File: src/rtl/abfn_uart_1_sb_osc_supervisor.sv
// abfn_uart_1_sb_osc_supervisor
// Crystal oscillator supervisor running on the fabric RC clock. The crystal
// output is sampled as data; its rising edges are counted over fixed windows
// to qualify the frequency before the clock-source select moves to the crystal.
// Optional build macro: OSC_SUP_GLITCH_FILTER_EN inserts a 3-sample majority
// filter after the synchronizer (edge latency 5 cycles instead of 3).
module abfn_uart_1_sb_osc_supervisor #(
    parameter int STARTUP_CYCLES = 1024,
    parameter int WINDOW_CYCLES  = 4096,
    parameter int MIN_EDGES      = 78,
    parameter int MAX_EDGES      = 86,
    parameter int PASS_NEEDED    = 2,
    parameter int RETRY_MAX      = 3
) (
    input  logic        CLK,
    input  logic        RESET,
    input  logic        XTL_CLK_IN,
    input  logic        ENABLE,
    input  logic        FORCE_RC,
    output logic        CLK_SEL,
    output logic        READY,
    output logic        FAULT,
    output logic [15:0] EDGE_COUNT,
    output logic        MEAS_VALID
);

    localparam int TMAX = (STARTUP_CYCLES > WINDOW_CYCLES) ? STARTUP_CYCLES : WINDOW_CYCLES;
    localparam int TW   = $clog2(TMAX + 1);

    typedef enum logic [2:0] {
        ST_IDLE     = 3'd0,
        ST_STARTUP  = 3'd1,
        ST_MEASURE  = 3'd2,
        ST_EVALUATE = 3'd3,
        ST_LOCKED   = 3'd4,
        ST_FAULT    = 3'd5
    } state_t;

    state_t          r_state;
    state_t          w_next;
    logic            r_sync1;
    logic            r_sync2;
    logic            r_prev;
    logic            r_edge;
    logic            w_src;
    logic [TW-1:0]   r_timer;
    logic [TW-1:0]   w_timer_nxt;
    logic [15:0]     r_cnt;
    logic [15:0]     w_cnt_inc;
    logic [7:0]      r_pass;
    logic [7:0]      r_fail;
    logic [7:0]      w_pass_nxt;
    logic [7:0]      w_fail_nxt;
    logic [7:0]      w_pass_inc;
    logic [7:0]      w_fail_inc;
    logic            w_latch;
    logic            w_counting;
    logic            w_win_last;
    logic            w_pass;
    logic            r_clk_sel;
    logic            r_ready;
    logic            r_fault;
    logic [15:0]     r_edge_count;
    logic            r_meas_valid;

    // Two-flop synchronizer: crystal output is asynchronous to CLK
    always_ff @(posedge CLK) begin
        if (RESET) begin
            r_sync1 <= 1'b0;
            r_sync2 <= 1'b0;
        end else begin
            r_sync1 <= XTL_CLK_IN;
            r_sync2 <= r_sync1;
        end
    end

`ifdef OSC_SUP_GLITCH_FILTER_EN
    logic r_maj1;
    logic r_maj2;
    logic r_filt;

    // Majority of three consecutive samples rejects single-cycle glitches
    always_ff @(posedge CLK) begin
        if (RESET) begin
            r_maj1 <= 1'b0;
            r_maj2 <= 1'b0;
            r_filt <= 1'b0;
        end else begin
            r_maj1 <= r_sync2;
            r_maj2 <= r_maj1;
            r_filt <= (r_sync2 & r_maj1) | (r_sync2 & r_maj2) | (r_maj1 & r_maj2);
        end
    end

    assign w_src = r_filt;
`else
    assign w_src = r_sync2;
`endif

    // Registered rising-edge detector on the (optionally filtered) crystal sample
    always_ff @(posedge CLK) begin
        if (RESET) begin
            r_prev <= 1'b0;
            r_edge <= 1'b0;
        end else begin
            r_prev <= w_src;
            r_edge <= w_src & ~r_prev;
        end
    end

    // In LOCKED the timer value WINDOW_CYCLES is the evaluate slot; edges there are not counted
    assign w_win_last = (r_timer == TW'(WINDOW_CYCLES - 1));
    assign w_counting = (r_state == ST_MEASURE) ||
                        ((r_state == ST_LOCKED) && (r_timer != TW'(WINDOW_CYCLES)));
    assign w_cnt_inc  = (w_counting && r_edge && (r_cnt != 16'hFFFF)) ? (r_cnt + 16'd1) : r_cnt;
    assign w_pass     = (r_edge_count >= 16'(MIN_EDGES)) && (r_edge_count <= 16'(MAX_EDGES));
    assign w_pass_inc = r_pass + 8'd1;
    assign w_fail_inc = r_fail + 8'd1;

    // Next-state, timer and pass/fail bookkeeping
    always_comb begin
        w_next      = r_state;
        w_timer_nxt = r_timer + TW'(1);
        w_pass_nxt  = r_pass;
        w_fail_nxt  = r_fail;
        w_latch     = 1'b0;
        if (!ENABLE) begin
            w_next      = ST_IDLE;
            w_timer_nxt = '0;
            w_pass_nxt  = 8'd0;
            w_fail_nxt  = 8'd0;
        end else begin
            case (r_state)
                ST_IDLE: begin
                    w_next      = ST_STARTUP;
                    w_timer_nxt = '0;
                    w_pass_nxt  = 8'd0;
                    w_fail_nxt  = 8'd0;
                end
                ST_STARTUP: begin
                    if (r_timer == TW'(STARTUP_CYCLES - 1)) begin
                        w_next      = ST_MEASURE;
                        w_timer_nxt = '0;
                    end else begin
                        w_next = ST_STARTUP;
                    end
                end
                ST_MEASURE: begin
                    if (w_win_last) begin
                        w_next      = ST_EVALUATE;
                        w_timer_nxt = '0;
                        w_latch     = 1'b1;
                    end else begin
                        w_next = ST_MEASURE;
                    end
                end
                ST_EVALUATE: begin
                    w_timer_nxt = '0;
                    if (w_pass) begin
                        w_pass_nxt = w_pass_inc;
                        w_fail_nxt = 8'd0;
                        w_next     = (w_pass_inc >= 8'(PASS_NEEDED)) ? ST_LOCKED : ST_MEASURE;
                    end else begin
                        w_pass_nxt = 8'd0;
                        w_fail_nxt = w_fail_inc;
                        w_next     = (w_fail_inc >= 8'(RETRY_MAX)) ? ST_FAULT : ST_MEASURE;
                    end
                end
                ST_LOCKED: begin
                    if (w_win_last) begin
                        w_latch = 1'b1;
                    end else if (r_timer == TW'(WINDOW_CYCLES)) begin
                        w_timer_nxt = '0;
                        if (w_pass) begin
                            w_fail_nxt = 8'd0;
                        end else begin
                            w_next     = ST_MEASURE;
                            w_pass_nxt = 8'd0;
                            w_fail_nxt = 8'd1;
                        end
                    end else begin
                        w_next = ST_LOCKED;
                    end
                end
                ST_FAULT: begin
                    w_timer_nxt = '0;
                end
                default: begin
                    w_next      = ST_IDLE;
                    w_timer_nxt = '0;
                end
            endcase
        end
    end

    // State, timer, window counter and qualification counters
    always_ff @(posedge CLK) begin
        if (RESET) begin
            r_state <= ST_IDLE;
            r_timer <= '0;
            r_cnt   <= 16'd0;
            r_pass  <= 8'd0;
            r_fail  <= 8'd0;
        end else begin
            r_state <= w_next;
            r_timer <= w_timer_nxt;
            r_cnt   <= (w_latch || !ENABLE || !w_counting) ? 16'd0 : w_cnt_inc;
            r_pass  <= w_pass_nxt;
            r_fail  <= w_fail_nxt;
        end
    end

    // Outputs registered from the next state so they track the state cycle-for-cycle
    always_ff @(posedge CLK) begin
        if (RESET) begin
            r_clk_sel    <= 1'b0;
            r_ready      <= 1'b0;
            r_fault      <= 1'b0;
            r_edge_count <= 16'd0;
            r_meas_valid <= 1'b0;
        end else begin
            r_clk_sel    <= (w_next == ST_LOCKED) && !FORCE_RC;
            r_ready      <= (w_next == ST_LOCKED);
            r_fault      <= (w_next == ST_FAULT);
            r_edge_count <= w_latch ? w_cnt_inc : r_edge_count;
            r_meas_valid <= w_latch;
        end
    end

    assign CLK_SEL    = r_clk_sel;
    assign READY      = r_ready;
    assign FAULT      = r_fault;
    assign EDGE_COUNT = r_edge_count;
    assign MEAS_VALID = r_meas_valid;

endmodule

File: config.mk
export PLATFORM = sky130hd
export DESIGN_NAME = abfn_uart_1_sb_osc_supervisor
export DESIGN_NICKNAME = d
export VERILOG_FILES = /design/src/rtl/abfn_uart_1_sb_osc_supervisor.sv
export SDC_FILE = /design/constraint.sdc
export NUM_CORES = 1
export LEC_CHECK = 0
export CAP_MARGIN = 40
export CELL_PAD_IN_SITES_DETAIL_PLACEMENT = 1
export CELL_PAD_IN_SITES_GLOBAL_PLACEMENT = 1
export CORE_MARGIN = 2
export CORE_UTILIZATION = 42
export CTS_CLUSTER_SIZE = 16
export DETAILED_ROUTE_END_ITERATION = 12
export HOLD_SLACK_MARGIN = 0.1
export PLACE_DENSITY_LB_ADDON = 0.08
export SLEW_MARGIN = 20
export SYNTH_ARGS = -nofsm -noshare
export SYNTH_HDL_FRONTEND = slang
export SYNTH_SLANG_ARGS = --single-unit
export TNS_END_PERCENT = 100
File: constraint.sdc
create_clock -name CLK -period 2.5 [get_ports CLK]
set_input_delay 0.25 -clock CLK [delete_from_list [all_inputs] [get_ports CLK]]
set_output_delay 0.25 -clock CLK [all_outputs]
set_load 0.005 [all_outputs]
==> metrics list <==
- DIE WIDTH: just under 100 um
* Port Buf Inserts: 24
* Count of pins over their slew limit: 0
- Overflow after GRT: 0
* WL/cell: roughly 18 um
- Highest net fanout along the worst path: 12
- TritonCTS built the clock tree.
- A synthesized cell averages 8.47 um2.
- Data required time of the worst path: about 2.8 ns
- Worst slew pin tran: around 0.63 ns
- For this design the ratio of total power to cell area is about 530 mW/mm2.
- In the synthesized netlist the dominant register cell turns out to be sky130_fd_sc_hd__dfxtp_1.
- Number of vias in the routed layout: 3542
* Drt drc: 0
- For this run, the share of the core covered by cells in the final layout is between 50% and 60%.
* Final worst clock skew: roughly 0.012 ns
* Max capacitance violation total: 0
- Antenna Violating Nets Remaining: 0
* Peak supply drop: 316 uV
* Kind of critical path: flip-flop to flip-flop
- Once the floorplan was initialized, standard cells occupied between 40 and 50% of the core.
- Total global routing track utilization: a little under a quarter
* # IOs: 25
- Number of buffers inserted for hold repair after clock tree synthesis: 0
- In this run, the number of DRC markers left after iteration 0 of detailed routing was 90.
- The H-tree was split into 3 levels.
* Proportion of synthesized chip area in sequential cells: 38.6%
- Time the final worst path needs with I/O delays and setup: about 2.3 ns
- The worst setup path is captured at a flip-flop.
- Number of buffers inserted during clock tree synthesis: 9
* FILL cells: about 1000
- Register-to-Register Path Depth: 7
- Largest net degree at the start of global routing: 22
- Synthesis produced a netlist with a net count of between 400 and 500.
- Root Buffer Master: sky130_fd_sc_hd__clkbuf_8
- EDFF count, synth: 0
* Global-route wire length before repair: between 15000 and 20000 um
- After the last flow step, the layout net total stands at ~500.
* Clock latency reported for the late side of the worst-skew pair: 0.36 ns
- The number of antenna diodes in the final layout is 0.
- The worst setup path is launched from a flip-flop.
* Final wirelength: approximately 11000 um
- For this run, the top clock speed supported by timing is around 430 MHz.
- The number of antenna violations at the first check in global routing came to 0.
- Worst-case clock buffer depth: 2
* Flip-flop and latch count after synthesis: between 70 and 80
* Static Leak: about 0.0015 uW
- Setup repair after global routing left no endpoint under its margin.
* Most frequent standard cell in the layout excluding fill and tap cells: sky130_fd_sc_hd__dfxtp_1
* GPL Wtd Cong: 0.831
* Cell variety after synth: 61
- Hold path cells: 1
- Final-layout setup total negative slack: 0 ns
- The path class of the tightest hold or removal check is flip-flop to flip-flop.
- The clock drives 72 sinks.
* Count of synthesis-stage warnings from yosys: 0
- Synthesis produced a netlist whose cell count is approximately 440.
- Of the cells placed in the final design, the portion with a size suffix greater than 1 is between 10 and 15%.
* Outcome: completed
- First-pass DRT Iterations: 4
- Area of the mapped netlist: 0.00373 mm2
* Overall die area: approximately 0.0097 mm2
* Crit path arrival time: 2.60 ns
- In the finished design, the share of the clock period the worst path needs comes to ~93%.
- Layout Area Growth over Synthesis: 19.3%
- The floorplan step set the die height to between 90 and 100 um.
* Routed via count divided by cell count: approximately 6
- In the synthesized netlist the async set-or-reset flop fraction comes to 0%.
* Via count of the first global-routing pass: around 3700
- Max-Slew Margin vs Limit: 56.8%
- Std-Cell Rows: 34
- After floorplanning, the core was sized to cover a little under 0.009 mm2.
- Clock transition at the register clock pins on the worst setup and hold paths after CTS: around 0.080 ns
- HPWL after detailed placement: about 7600 um
- Final count of negative-setup-slack endpoints: 0
- Hold Fails Final Rpt: 0
- Most used cells in the layout excluding fill and tap cells: sky130_fd_sc_hd__dfxtp_1 (72), sky130_fd_sc_hd__nor2_1 (44), sky130_fd_sc_hd__nand2_1 (27)
routing by layer:
| metal | part of all wire (%) | wire length [um] | GRT usage [%] |
|---|---|---|---|
| met1 | 47 | 5020 | 30.8 |
| met2 | 49 | 5280 | 39.2 |
| met3 | 2.3 | 247 | 4.01 |
| met4 | 1.3 | 136 | 7.59 |
| met5 | 0 | 0 | 0 |
stage by stage:
step / hold slack [ns] / setup WS, ns / instances / total power, uW / instance area (um2)
detailed placement: 0.390 / 0.133 / 574 / 1230 / 4190
global route: 0.421 / 0.0121 / 590 / 2460 / 4450
CTS: 0.402 / 0.0820 / 590 / 2400 / 4440
floorplan: 0.329 / 0.435 / 441 / 1210 / 3730
finish: 0.393 / 0.172 / 590 / 2380 / 4450
global placement: 0.375 / 0.239 / 574 / 1230 / 4190
path summary, 6_finish.rpt:
kind         slack, ns                    endpoint             startpoint
min reg2reg       0.39           r_edge$_SDFF_PP0_      r_prev$_SDFF_PP0_
min               0.39           r_edge$_SDFF_PP0_      r_prev$_SDFF_PP0_
max               0.17  EDGE_COUNT[3]$_SDFFE_PP0P_  r_timer[0]$_SDFF_PP0_
max reg2reg       0.17  EDGE_COUNT[3]$_SDFFE_PP0P_  r_timer[0]$_SDFF_PP0_
synth_stat cells, drive strengths merged, types with 5 or more instances:
| cell | count | area (um2) |
|---|---|---|
| and4 | 5 | 43.8 |
| xnor2 | 9 | 78.8 |
| o31ai | 6 | 45.0 |
| dfxtp | 72 | 1440 |
| xor2 | 9 | 78.8 |
| inv | 10 | 37.5 |
| buf | 8 | 47.5 |
| nor2b | 10 | 62.6 |
| nand3 | 16 | 80.1 |
| a211oi | 10 | 75.1 |
| or3 | 8 | 50.1 |
| a31oi | 11 | 68.8 |
| o211ai | 12 | 105 |
| nor4 | 9 | 56.3 |
| clkbuf | 15 | 56.3 |
| nand2 | 27 | 101 |
| nor2 | 44 | 165 |
| a21oi | 21 | 105 |
| nand4 | 14 | 87.6 |
| a2111oi | 5 | 43.8 |
| o21ai | 18 | 90.1 |
| a311oi | 8 | 76.3 |
| nor3 | 17 | 90.1 |
| ha | 7 | 87.6 |
| or4 | 8 | 63.8 |
| nand2b | 7 | 43.8 |
| o21bai | 6 | 45.0 |
sequential cells by signal (all words and copies together) (netlist names), 3 cells and up:
register,count
EDGE_COUNT,16
r_cnt,16
r_fail,8
r_pass,8
r_state,3
r_timer,13
critical path, cell delays in order (launching register included):
cell                       delay, ns
sky130_fd_sc_hd__dfxtp_1        0.35
sky130_fd_sc_hd__inv_1          0.07
sky130_fd_sc_hd__ha_1           0.13
sky130_fd_sc_hd__or4bb_1        0.57
sky130_fd_sc_hd__o31a_1         0.37
sky130_fd_sc_hd__o211ai_4       0.38
sky130_fd_sc_hd__o21ai_1        0.16
sky130_fd_sc_hd__a311oi_2       0.22
power breakdown:
| group | switching (uW) | internal [uW] | total (uW) |
|---|---|---|---|
| Combinational | 32.0 | 19.7 | 51.7 |
| Clock | 458 | 716 | 1170 |
| Sequential | 2.95 | 1150 | 1150 |
kinds of logic (layout without fill, tap and decap cells):
kind of cell	Yosys count	count (layout)	share of synthesized area, %
buf+inv	33	74	3.79
flops	72	72	38.6
simple gates	183	183	26.3
xor+xnor	18	18	4.22
fa+ha+maj	7	7	2.34
mux	2	2	0.536
compound gates	126	126	24.2
area by class of cell:
type	instances	area, um2	area share, %
Timing Repair Buffer	48	420	9.44
Clock inverter	5	103	2.30
Clock buffer	11	151	3.40
Inverter	10	37.5	0.843
Sequential cell	72	1440	32.4
Multi-Input combinational cell	336	2170	48.6
Tap cell	108	135	3.03
timing repair:
| item | in CTS | in global routing |
|---|---|---|
| setup endpoints to repair | 0 | 10 |
| resized for setup | 0 | 2 |
| endpoints found under the hold margin | 0 | 0 |
| setup buffers | 0 | 0 |
Note: power is estimated with default switching activity, not from simulation.
